File: config.mk
export PLATFORM = sky130hd
export DESIGN_NAME = bcd_key_entry
export DESIGN_NICKNAME = d
export VERILOG_FILES = /design/src/rtl/bcd_key_entry_pkg.sv /design/src/rtl/bcd_key_debounce.sv /design/src/rtl/bcd_key_entry.sv
export SDC_FILE = /design/constraint.sdc
export NUM_CORES = 1
export LEC_CHECK = 0
export CORE_MARGIN = 4
export CORE_UTILIZATION = 50
export CTS_CLUSTER_DIAMETER = 40
export DETAILED_ROUTE_END_ITERATION = 8
export PLACE_DENSITY = 0.86
export SLEW_MARGIN = 10
export SYNTH_ARGS = -nofsm -noshare
export SYNTH_HDL_FRONTEND = slang
export SYNTH_HIERARCHICAL = 1
export SYNTH_SLANG_ARGS = --single-unit
File: constraint.sdc
create_clock -name clk -period 2.39 [get_ports clk]
set_clock_uncertainty 0.1 [all_clocks]
set_input_delay 0.717 -clock clk [delete_from_list [all_inputs] [get_ports clk]]
set_output_delay 0.717 -clock clk [all_outputs]
set_load 0.01 [all_outputs]
File: src/rtl/bcd_key_entry_pkg.sv
// Shared types and helpers for the keypad entry stage fed by an sn74ls147 encoder.
package bcd_key_entry_pkg;

    typedef enum logic [1:0] {
        ST_IDLE    = 2'd0,
        ST_PRESS   = 2'd1,
        ST_HELD    = 2'd2,
        ST_RELEASE = 2'd3
    } key_state_e;

    typedef struct packed {
        logic       pressed;
        logic [3:0] value;
    } key_sample_t;

    localparam logic [3:0] CODE_RELEASED = 4'b1111;
    localparam logic [4:0] SYNC_RELEASED = 5'b11111;

    // s = {key0_n, d, c, b, a}; encoder has priority over the separate 0 key,
    // and encoder codes above 9 are treated as no key.
    function automatic key_sample_t decode_key(input logic [4:0] s);
        key_sample_t r;
        r.pressed = 1'b0;
        r.value   = 4'd0;
        if (s[3:0] != CODE_RELEASED) begin
            r.value   = ~s[3:0];
            r.pressed = (r.value <= 4'd9);
            if (!r.pressed) r.value = 4'd0;
        end else if (!s[4]) begin
            r.pressed = 1'b1;
        end
        return r;
    endfunction

endpackage

File: src/rtl/bcd_key_debounce.sv
// Two-flop synchroniser, key decode and press/release debounce FSM.
// state    | meaning
// IDLE     | no key, waiting for a press
// PRESS    | candidate key seen, counting stable samples
// HELD     | key accepted, waiting for release
// RELEASE  | release seen, counting stable released samples
module bcd_key_debounce
    import bcd_key_entry_pkg::*;
#(
    parameter int DEBOUNCE = 4
) (
    input  logic       clk,
    input  logic       rst,
    input  logic       a,
    input  logic       b,
    input  logic       c,
    input  logic       d,
    input  logic       key0_n,
    output logic [3:0] digit,
    output logic       valid,
    output logic       key_down
);

    localparam logic [7:0] CNT_LAST = 8'(DEBOUNCE - 1);

    logic [4:0]  sync1_q, sync2_q;
    key_state_e  state_q;
    logic [7:0]  cnt_q;
    logic [3:0]  cand_q;
    logic [3:0]  digit_q;
    logic        valid_q;
    logic        key_down_q;
    key_sample_t smp;

    assign smp = decode_key(sync2_q);

    always_ff @(posedge clk) begin
        if (rst) begin
            sync1_q    <= SYNC_RELEASED;
            sync2_q    <= SYNC_RELEASED;
            state_q    <= ST_IDLE;
            cnt_q      <= 8'd0;
            cand_q     <= 4'd0;
            digit_q    <= 4'd0;
            valid_q    <= 1'b0;
            key_down_q <= 1'b0;
        end else begin
            sync1_q <= {key0_n, d, c, b, a};
            sync2_q <= sync1_q;
            valid_q <= 1'b0;
            case (state_q)
                ST_IDLE: begin
                    if (smp.pressed) begin
                        state_q <= ST_PRESS;
                        cand_q  <= smp.value;
                        cnt_q   <= 8'd1;
                    end
                end
                ST_PRESS: begin
                    if (!smp.pressed) begin
                        state_q <= ST_IDLE;
                    end else if (smp.value != cand_q) begin
                        cand_q <= smp.value;
                        cnt_q  <= 8'd1;
                    end else if (cnt_q == CNT_LAST) begin
                        state_q    <= ST_HELD;
                        digit_q    <= cand_q;
                        valid_q    <= 1'b1;
                        key_down_q <= 1'b1;
                    end else begin
                        cnt_q <= cnt_q + 8'd1;
                    end
                end
                ST_HELD: begin
                    // a different key while held is deliberately ignored (no rollover)
                    if (!smp.pressed) begin
                        state_q <= ST_RELEASE;
                        cnt_q   <= 8'd1;
                    end
                end
                ST_RELEASE: begin
                    if (smp.pressed) begin
                        state_q <= ST_HELD;
                    end else if (cnt_q == CNT_LAST) begin
                        state_q    <= ST_IDLE;
                        key_down_q <= 1'b0;
                    end else begin
                        cnt_q <= cnt_q + 8'd1;
                    end
                end
                default: state_q <= ST_IDLE;
            endcase
        end
    end

    assign digit    = digit_q;
    assign valid    = valid_q;
    assign key_down = key_down_q;

endmodule

File: src/rtl/bcd_key_entry.sv
// Keypad entry stage: debounced sn74ls147 key codes shifted into a packed BCD entry register.
module bcd_key_entry
    import bcd_key_entry_pkg::*;
#(
    parameter int DEBOUNCE = 4,
    parameter int DIGITS   = 4
) (
    input  logic                  clk,
    input  logic                  rst,
    input  logic                  a,
    input  logic                  b,
    input  logic                  c,
    input  logic                  d,
    input  logic                  key0_n,
    input  logic                  clr_entry,
    output logic [3:0]            digit,
    output logic                  valid,
    output logic                  key_down,
    output logic [4*DIGITS-1:0]   entry,
    output logic [3:0]            count,
    output logic                  full,
    output logic                  overrun
);

    localparam logic [3:0] DIG_MAX = 4'(DIGITS);

    logic [4*DIGITS-1:0] entry_q, entry_d;
    logic [3:0]          count_q, count_d;
    logic                overrun_q, overrun_d;

    bcd_key_debounce #(.DEBOUNCE(DEBOUNCE)) u_debounce (
        .clk      (clk),
        .rst      (rst),
        .a        (a),
        .b        (b),
        .c        (c),
        .d        (d),
        .key0_n   (key0_n),
        .digit    (digit),
        .valid    (valid),
        .key_down (key_down)
    );

    // clear is applied first so a coincident accept lands in an empty register
    always_comb begin
        entry_d   = entry_q;
        count_d   = count_q;
        overrun_d = overrun_q;
        if (clr_entry) begin
            entry_d   = '0;
            count_d   = 4'd0;
            overrun_d = 1'b0;
        end
        if (valid) begin
            if (count_d < DIG_MAX) begin
                entry_d      = entry_d << 4;
                entry_d[3:0] = digit;
                count_d      = count_d + 4'd1;
            end else begin
                overrun_d = 1'b1;
            end
        end
    end

    always_ff @(posedge clk) begin
        if (rst) begin
            entry_q   <= '0;
            count_q   <= 4'd0;
            overrun_q <= 1'b0;
        end else begin
            entry_q   <= entry_d;
            count_q   <= count_d;
            overrun_q <= overrun_d;
        end
    end

    assign entry   = entry_q;
    assign count   = count_q;
    assign full    = (count_q == DIG_MAX);
    assign overrun = overrun_q;

endmodule

======== Yosys cells after proc, flatten, opt, wreduce, memory -nomap -nowiden ========
Cells that the tools add are included.
operators by class
  mux-type cells .......................... 39
  bitwise operators ....................... 4
  reductions and logical operators ........ 9
  $add $sub $neg .......................... 2
  $lt $le $gt $ge ......................... 2
  eq/ne operators ......................... 18
operators by type and width
  cell                 number
  $mux 16              3
  $mux 8               6
  $mux 4               8
  $pmux 8 s4           1
  $mux 2               7
  $reduce_and 4->1     3
  $mux 1               11
  $ne 2x1->1 const B   5
  $add 8x1->8 const B  1
  $eq 8x2->1 const B   1
  $pmux 2 s4           1
  $pmux 4 s2           1
  $ne 2x2->1 const B   3
  $ne 3x3->1 const B   2
  $reduce_and 6->1     1
  $reduce_and 5->1     1
  $add 4x1->4 const B  1
  $eq 2x2->1 const B   2
  $eq 4x3->1 const B   1
  $le 4x4->1 const B   1
  $lt 4x3->1 const B   1
  $ne 4x4->1           1
  $ne 4x4->1 const B   1
  $not 4->4            1
  7 further kinds      10
storage, ports and cells
  output and inout port bits .............. 28
  register bits ........................... 51
  word-level logic and storage cells ...... 85

======== Logic depth before layout (Yosys ltp) ========
Gate-level depths: netlist of the first run.
  word-level depth ........................ 8
  gate-level depth with buffers ........... 7

======== Cells and area by module ========
The synthesis of the first run kept the hierarchy.
modules (own cells, without submodules)
  module            cells each  area each (um^2)  instances
  bcd_key_debounce  168         1536.5            1
  bcd_key_entry     97          823.3             1

======== Worst setup path before layout of the first run ========
OpenSTA, ideal clock, no wires.
  kind .................................... input to register
  start point ............................. in rst
  end point ............................... reg u_debounce.cnt_q[2]
  stages on the path ...................... 5
  data required time ...................... 2203 ps
  setup slack ............................. 452 ps
  arrival time ............................ 1751 ps
  cells stage by stage .................... nand2b_1 a2111o_1 a221oi_1 nor2_1 o31ai_1
RTL lines
  item                    RTL line                source
  start: declaration      bcd_key_entry.sv:9      input logic rst,
  end signal: assignment  bcd_key_debounce.sv:71  cnt_q <= cnt_q + 8'd1;
  end signal: assignment  bcd_key_debounce.sv:88  cnt_q <= cnt_q + 8'd1;
  end: declaration        bcd_key_debounce.sv:28  logic [7:0] cnt_q;

==> flow_summary.toml, run 1 <==
[placement]
dp_hpwl_um = 3529
dp.cells = 346
io_buffer_count = 35
pre_cts_ws_ns = -0.1033
gp_congestion = 0.8522

[pwr]
p_per_area_nw_per_um2 = 567.0
peakVddDrop_uv = 401.1
p_leak_nw = 1.024

[sta]
setup_tns_ns = 0
fin_crit_sh = 0.9220
rsz0062_at_grt = "no"
maxSlewViolCount = 0
fin_crit_ns = 2.204
max_slew.worst_pin.slew_ns = 0.5482
relSlewSlack = 0.6345
clock.fmax_mhz = 453.8
setup_viol = 0
finalHoldViolations = 0
setup_ws_ns = 0.1863

[logic_synthesis]
ys_seq_elements = 51
synthCells = 265
synth_ff_type = "dfxtp_1"
synth_fp_nets = 275
synth_edf_count = 0
synth-seq-area-share = 0.4327
synth_area_um2 = 2360
synth_area_per_cell_um2 = 8.905
ys_types = 58
synth-async-reset-ratio = 0
yosysWarnings = 6

[route]
routed_wl_um = 4951
ant_nets = 0
routed_via_density = 5.778
drc_errors = 0
first_pass_iters = 5
dr.first_iter.drc_count = 169
wl_per_cell_um = 13.91
vias = 2057

[floorplan]
die_h_um = 76.70
initial_utilization = 0.5274
rows = 24
die-width_um = 76.70
io_pins = 36
die_area_um2 = 5883
core_area_um2 = 4474

[cells_and_area]
area_delta_synth_final_pct = 22.53
fill_cells = 367
seq_area_um2 = 1022
n_antenna_cell = 0
layout_commonest_cell = "dfxtp_1"
nNetsFinal = 313
fin_util = 0.6463
drive_gt1_frac = 0.1349
layout_common_cells = "dfxtp_1 (50), nand2_1 (36), clkdlybuf4s50_1 (34), a21oi_1 (19), o21ai_0 (13)"
finalNonFillerCells = 356
multi_input_area_um2 = 1221

[cts]
cts_max_level = 2
cts_root_buffer = "clkbuf_8"
cts_tree = "built"
path_clk_slew_ns = 0.08
numCtsBuffers = 5
clock_latency_ns = 0.30
cts_buffer_depth = 2
cts_sinks = 51

[global_route]
grt_max_degree = 30
gr-total-overflow = 0
grt_util_all_layers = 0.1749
grt_pass1_wl_um = 8590
antenna_found_initial = 0
grt_pass1_vias = 1823

[setup_path]
cp_max_fo = 3
cp_cell_sequence = "clkdlybuf4s50_1 -> nand2b_1 -> a2111o_1 -> a221oi_1 -> o21ai_0 -> o21ai_0"
cp-start-kind = "primary input"
required_ns = 2.52
worst_path_most_repeated_cell = "o21ai_0"
arrival_ns = 2.34
critPathCaptureType = "flop"
crit_type = "primary input to flop"
cp_slowest_cell = "clkdlybuf4s50_1"
cp_slowest_stage_delay_ns = 0.44

[min_path]
holdCritPathClass = "flop to flop"

[outcome]
status = "finished clean"

[run]
drv_cap = 0
where the power goes:
| part | internal [mW] | switching, mW |
|---|---|---|
| combinational | 0.0731 | 0.0852 |
| sequential | 0.863 | 0.0145 |
| clock | 0.339 | 0.265 |
| total | 1.27 | 0.365 |
through the flow:
stage / area [µm²] / total power [mW] / hold slack (ns)
after floorplan: 2360 / 0.9996 / 0.2895
after global routing: 2892 / 1.712 / 0.3216
after CTS: 2874 / 1.645 / 0.3139
after global placement: 2755 / 1.041 / 0.2907
final: 2892 / 1.640 / 0.3132
after detailed placement: 2755 / 1.045 / 0.2940
flip-flops by register name (all words and copies together), names as in the netlist, named ones only:
signal,flops
entry,16
u_debounce/cnt_q,8
u_debounce/sync1_q,5
u_debounce/sync2_q,5
count,4
u_debounce/cand_q,4
u_debounce/digit,4
overrun,1
u_debounce/key_down,1
u_debounce/state_q,1
u_debounce/valid,1
layout make-up:
class	count	share of cell area
Multi-Input combinational cell	191	0.4223
Sequential cell	51	0.3535
Timing Repair Buffer	46	0.1506
Clock buffer	6	0.02856
Tap cell	52	0.02250
Clock inverter	2	0.01212
Inverter	8	0.01039
path summary, 6_finish.rpt:
kind / slack (ns) / from / to / depth (start not counted)
setup / recovery: 0.19 / rst / u_debounce/cnt_q[5] / 6
setup reg to reg: 0.20 / u_debounce/cnt_q[0] / u_debounce/digit[0] / 5
hold reg to reg: 0.31 / u_debounce/sync1_q[4] / u_debounce/sync2_q[4] / 1
hold / removal: 0.31 / u_debounce/sync1_q[4] / u_debounce/sync2_q[4] / 1
kinds of logic after synthesis:
logic type | after synthesis | share of synthesized area
flip-flops | 51 | 0.4327
multiplexers | 4 | 0.01697
XOR/XNOR | 2 | 0.007424
adder cells (fa/ha/maj) | 2 | 0.01060
AND/OR/NAND/NOR | 109 | 0.2545
AO/OA/AOI/OAI | 74 | 0.2280
buffers and inverters | 23 | 0.04984
cells in the mapped netlist, drive strengths merged (5+ instances only):
library cell | count | area, µm²
dfxtp | 51 | 1021
nand2 | 36 | 135.1
a21oi | 21 | 112.6
nor2 | 13 | 56.30
o21ai | 13 | 65.06
or2 | 12 | 75.08
buf | 8 | 51.29
inv | 8 | 30.03
clkbuf | 7 | 36.28
a32oi | 6 | 60.06
nor2b | 6 | 37.54
o2111ai | 6 | 52.55
nand3 | 5 | 25.02
routing by layer:
| layer | wire length [µm] | GRT usage | vias to the layer above | part of all wire |
|---|---|---|---|---|
| met5 | 0 | 0 | - | 0 |
| met4 | 102 | 0.06703 | 0 | 0.021 |
| li1 | - | - | 1044 | - |
| met2 | 2277 | 0.2735 | 63 | 0.46 |
| met3 | 281 | 0.04684 | 9 | 0.057 |
| met1 | 2290 | 0.2296 | 941 | 0.46 |
critical path: cells and delay by family:
family | cells | cell delay, ns
buffers and inverters | 1 | 0.44
AO/OA/AOI/OAI | 4 | 1.01
AND/OR/NAND/NOR | 1 | 0.18
repair_timing:
item                                    in CTS  in global routing
pin swaps                                    0                  1
resized for setup                            1                  1
hold buffers                                 0                  0
buffers inserted                             0                  2
endpoints found under the setup margin       1                  5
Note: power is estimated with default switching activity, not from simulation.
==> inputs of run 2 (changes only) <==
CORE_MARGIN = 8   (was 4)
CORE_UTILIZATION = 53   (was 50)
PLACE_DENSITY = 0.9   (was 0.86)
==> run 2 against run 1 <==
Effect of this change: core utilization grew 1.1 points; die area increased by 16%; fmax fell by 4.0%; critical path type is now flop to output port; cell area is 1.8% lower; combinational power hardly changed.
==> flow_summary.toml, run 2 (synthesized netlist as in run 1, its figures left out) <==
[sta]
rsz0062_at_grt = "no"
maxSlewViolCount = 0
relSlewSlack = 0.6158
fin_crit_sh = 0.9604
finalHoldViolations = 0
fin_crit_ns = 2.295
clock.fmax_mhz = 435.6
max_slew.worst_pin.slew_ns = 0.5763
hold_ws_ns = 0.3132
setup_viol = 0
setup_tns_ns = 0

[setup_path]
crit_type = "flop to output port"
cp_num_buf_inv = 1
cp_cell_sequence = "clkdlybuf4s50_1"
critPathCaptureType = "output port"
required_ns = 1.57
arrival_ns = 1.48
cp_slowest_stage_delay_ns = 0.62
cp-start-kind = "flop"
cp_slowest_cell = "clkdlybuf4s50_1"
cp_max_fo = 12
cp_top_family = "buffers and inverters"

[pwr]
peakVddDrop_uv = 324.5
p_per_area_nw_per_um2 = 533.2
p_leak_nw = 0.9800

[cells_and_area]
largest_reg_flops = 16
fill_cells = 363
nNetsFinal = 311
multi_input_area_um2 = 1221
layout_commonest_cell = "dfxtp_1"
area_delta_synth_final_pct = 20.36
seq_area_um2 = 1022
n_antenna_cell = 0
drive_gt1_frac = 0.1258
layout_common_cells = "dfxtp_1 (50), nand2_1 (36), clkdlybuf4s50_1 (34), a21oi_1 (19), o21ai_0 (13)"
finalNonFillerCells = 354

[global_route]
gr-total-overflow = 0
grt_pass1_vias = 1913
grt_pass1_wl_um = 8452
grt_util_all_layers = 0.1537
grt_max_degree = 30
antenna_found_initial = 0

[cts]
cts_tree = "built"
cts_sinks = 51
cts_max_level = 2
numCtsBuffers = 5
cts_root_buffer = "clkbuf_8"
clock_latency_ns = 0.30
path_clk_slew_ns = 0.09
cts_buffer_depth = 2
cts_hold_buf = 0

[route]
drc_errors = 0
dr.first_iter.drc_count = 131
ant_nets = 0
routed_via_density = 5.915
routed_wl_um = 5210
first_pass_iters = 4
vias = 2094
wl_per_cell_um = 14.72

[floorplan]
die-width_um = 82.73
initial_utilization = 0.5457
rows = 24
core_area_um2 = 4324
io_pins = 36
die_area_um2 = 6843
die_h_um = 82.73

[outcome]
status = "finished clean"

[placement]
dp.cells = 344
gp_congestion = 0.9127
dp_hpwl_um = 3722
io_buffer_count = 35

[min_path]
holdCritPathClass = "flop to flop"

[run]
drv_cap = 0
==> run 2: layout make-up <==
| cell class | count | area share |
|---|---|---|
| Timing Repair Buffer | 44 | 0.1467 |
| Clock inverter | 2 | 0.004405 |
| Tap cell | 52 | 0.02291 |
| Sequential cell | 51 | 0.3599 |
| Inverter | 8 | 0.01057 |
| Clock buffer | 6 | 0.02555 |
| Multi-Input combinational cell | 191 | 0.4300 |
==> run 2: through the flow <==
| stage | setup slack [ns] | total power [mW] | area, µm² | utilization |
|---|---|---|---|---|
| global route | 0.04996 | 1.579 | 2840 | 0.6568 |
| global placement | -0.06947 | 1.037 | 2740 | 0.6337 |
| detailed placement | -0.1203 | 1.041 | 2740 | 0.6337 |
| floorplan | 0.4518 | 0.9996 | 2360 | - |
| CTS | 0.07224 | 1.514 | 2825 | 0.6534 |
| finish | 0.09455 | 1.514 | 2840 | 0.6568 |
==> run 2: repair_timing <==
item / CTS / global route
endpoints found under the hold margin: 0 / 0
cloned: 0 / 0
resized for setup: 2 / 0
buffers inserted: 0 / 2
setup endpoints to repair: 1 / 5
pin swaps: 0 / 1
==> run 2: routing by layer <==
metal | global-route usage | part of all wire | vias to the layer above
li1 | - | - | 1037
met5 | 0 | 0 | -
met1 | 0.1819 | 0.44 | 986
met2 | 0.2657 | 0.47 | 67
met3 | 0.04004 | 0.086 | 4
met4 | 0.04483 | 0.0044 | 0
==> run 2: final timing paths <==
kind / depth (start not counted) / startpoint / slack [ns] / endpoint
worst min register to register: 1 / u_debounce/sync1_q[2] / 0.31 / u_debounce/sync2_q[2]
worst max-delay path: 1 / u_debounce/valid / 0.09 / valid
worst min-delay path: 1 / u_debounce/sync1_q[2] / 0.31 / u_debounce/sync2_q[2]
worst max register to register: 5 / u_debounce/cnt_q[0] / 0.23 / u_debounce/digit[1]
==> run 2: report_power, final <==
group | leakage [nW] | total, mW | internal, mW | switching, mW
clock network | 0.0412 | 0.480 | 0.205 | 0.275
registers | 0.414 | 0.878 | 0.863 | 0.0149
logic | 0.524 | 0.156 | 0.0697 | 0.0862
total | 0.980 | 1.51 | 1.14 | 0.376
==> inputs of run 3 (changes only) <==
CORE_UTILIZATION = 55   (was 53)
PLACE_DENSITY = 0.92   (was 0.9)
clock period = 2.7 ns   (was 2.39 ns; I/O delays follow)
==> run 3 against run 2 <==
Effect of this change: power shrank 11%; cell count decreased by 1.4%; clock power is 7.1% lower; sequential cell count stayed put; core utilization rose by 0.75 points; register-to-register slack improved by 0.28 ns; highest routed layer unchanged; critical endpoint is now full; largest cell class unchanged; critical path depth is 2 higher.
==> flow_summary.toml, run 3 (synthesized netlist as in run 1, its figures left out) <==
[outcome]
status = "finished clean"

[cells_and_area]
fin_util = 0.6643
largest_reg_flops = 16
layout_commonest_cell = "dfxtp_1"
layout_common_cells = "dfxtp_1 (51), nand2_1 (36), clkdlybuf4s50_1 (35), a21oi_1 (19), o21ai_0 (13)"
n_antenna_cell = 0
nNetsFinal = 306
drive_gt1_frac = 0.1077
final_area_um2 = 2813
area_delta_synth_final_pct = 19.19

[setup_path]
cp_slowest_stage_delay_ns = 0.58
cp-start-kind = "flop"
critPathCaptureType = "output port"
arrival_ns = 1.61
cp_cell_sequence = "inv_1 -> nor4_1 -> clkdlybuf4s50_1"
cp_slowest_cell = "clkdlybuf4s50_1"
crit_type = "flop to output port"
cp_max_fo = 6
required_ns = 1.79

[cts]
path_clk_slew_ns = 0.09
cts_buffer_depth = 2
post_cts_buffers = 0
cts_root_buffer = "clkbuf_8"
cts_tree = "built"
cts_max_level = 2
numCtsBuffers = 5
cts-resized-gates = 0
cts_hold_buf = 0
clock_latency_ns = 0.30
cts_sinks = 51

[sta]
relSlewSlack = 0.6322
max_slew.worst_pin.slew_ns = 0.5517
finalHoldViolations = 0
rsz0062_at_grt = "no"
clock.fmax_mhz = 397.2
setup_tns_ns = 0
fin_crit_sh = 0.9325
fin_crit_ns = 2.518
setup_viol = 0
maxSlewViolCount = 0
setup_ws_ns = 0.1824

[floorplan]
rows = 24
die_h_um = 81.50
die-width_um = 81.50
core_area_um2 = 4234
die_area_um2 = 6642
initial_utilization = 0.5573
io_pins = 36

[min_path]
holdCritPathClass = "flop to flop"

[global_route]
grt_max_degree = 30
gr-total-overflow = 0
antenna_found_initial = 0
grt_pass1_vias = 1831
grt_pass1_wl_um = 8411
grt_util_all_layers = 0.1558

[route]
first_pass_iters = 4
ant_nets = 0
wl_per_cell_um = 14.52
routed_via_density = 6.026
routed_wl_um = 5069
drc_errors = 0
dr.first_iter.drc_count = 133
vias = 2103

[pwr]
peakVddDrop_uv = 339.1
p_total_mw = 1.349
p_per_area_nw_per_um2 = 479.5
p_leak_nw = 0.9579

[placement]
io_buffer_count = 35
gp_congestion = 0.9081
pre_cts_ws_ns = 0.09540
dp_hpwl_um = 3608
place_area_um2 = 2718

[run]
drv_cap = 0
## run 3: cell types whose count changed in the layout (fill, tap and decap cells not counted)
cell	previous run	this run
clkinv_4	0	1
clkdlybuf4s50_1	34	35
dfxtp_1	50	51
dfxtp_2	1	0
dlygate4sd2_1	1	0
clkinv_2	1	0
clkbuf_8	5	6
buf_4	9	4
clkinvlp_4	1	0
## run 3: worst max-delay path: cells and delay by family (launching register included)
kind | cells | cell delay [ns]
and+or+nand+nor | 1 | 0.22
buffers and inverters | 2 | 0.66
DFF | 1 | 0.42
## run 3: path summary, 6_finish.rpt
kind | start | endpoint | cells past startpoint | slack [ns]
max | count[2] | full | 3 | 0.18
min | u_debounce/sync1_q[0] | u_debounce/sync2_q[0] | 1 | 0.31
max reg2reg | u_debounce/sync2_q[1] | u_debounce/cnt_q[6] | 6 | 0.51
min reg2reg | u_debounce/sync1_q[0] | u_debounce/sync2_q[0] | 1 | 0.31
## run 3: report_power, final
part	internal (mW)	switching (mW)	total [mW]
clock network	0.210	0.236	0.446
registers	0.764	0.0163	0.780
logic	0.0533	0.0690	0.122
total	1.03	0.321	1.35
## run 3: metal layers
| layer | routed length (µm) | GRT usage | vias to the layer above |
|---|---|---|---|
| li1 | - | - | 1030 |
| met1 | 2267 | 0.1895 | 985 |
| met2 | 2312 | 0.2625 | 80 |
| met3 | 436 | 0.03939 | 8 |
| met4 | 54 | 0.05000 | 0 |
| met5 | 0 | 0 | - |
## run 3: metrics by stage
step,std cells,hold slack [ns]
after floorplan,265,0.2895
after global placement,341,0.2902
after detailed placement,341,0.2960
after CTS,349,0.3166
after global routing,349,0.3266
final,349,0.3148
## run 3: area by class of cell
| type | count | area [µm²] |
|---|---|---|
| flip-flops and latches | 51 | 1021 |
| clock buffers | 7 | 86.33 |
| clock inverters | 1 | 8.758 |
| fillers | 339 | 1421 |
| inverters | 8 | 30.03 |
| repair buffers | 39 | 380.4 |
| multi-input cells | 191 | 1221 |
| well taps | 52 | 65.06 |
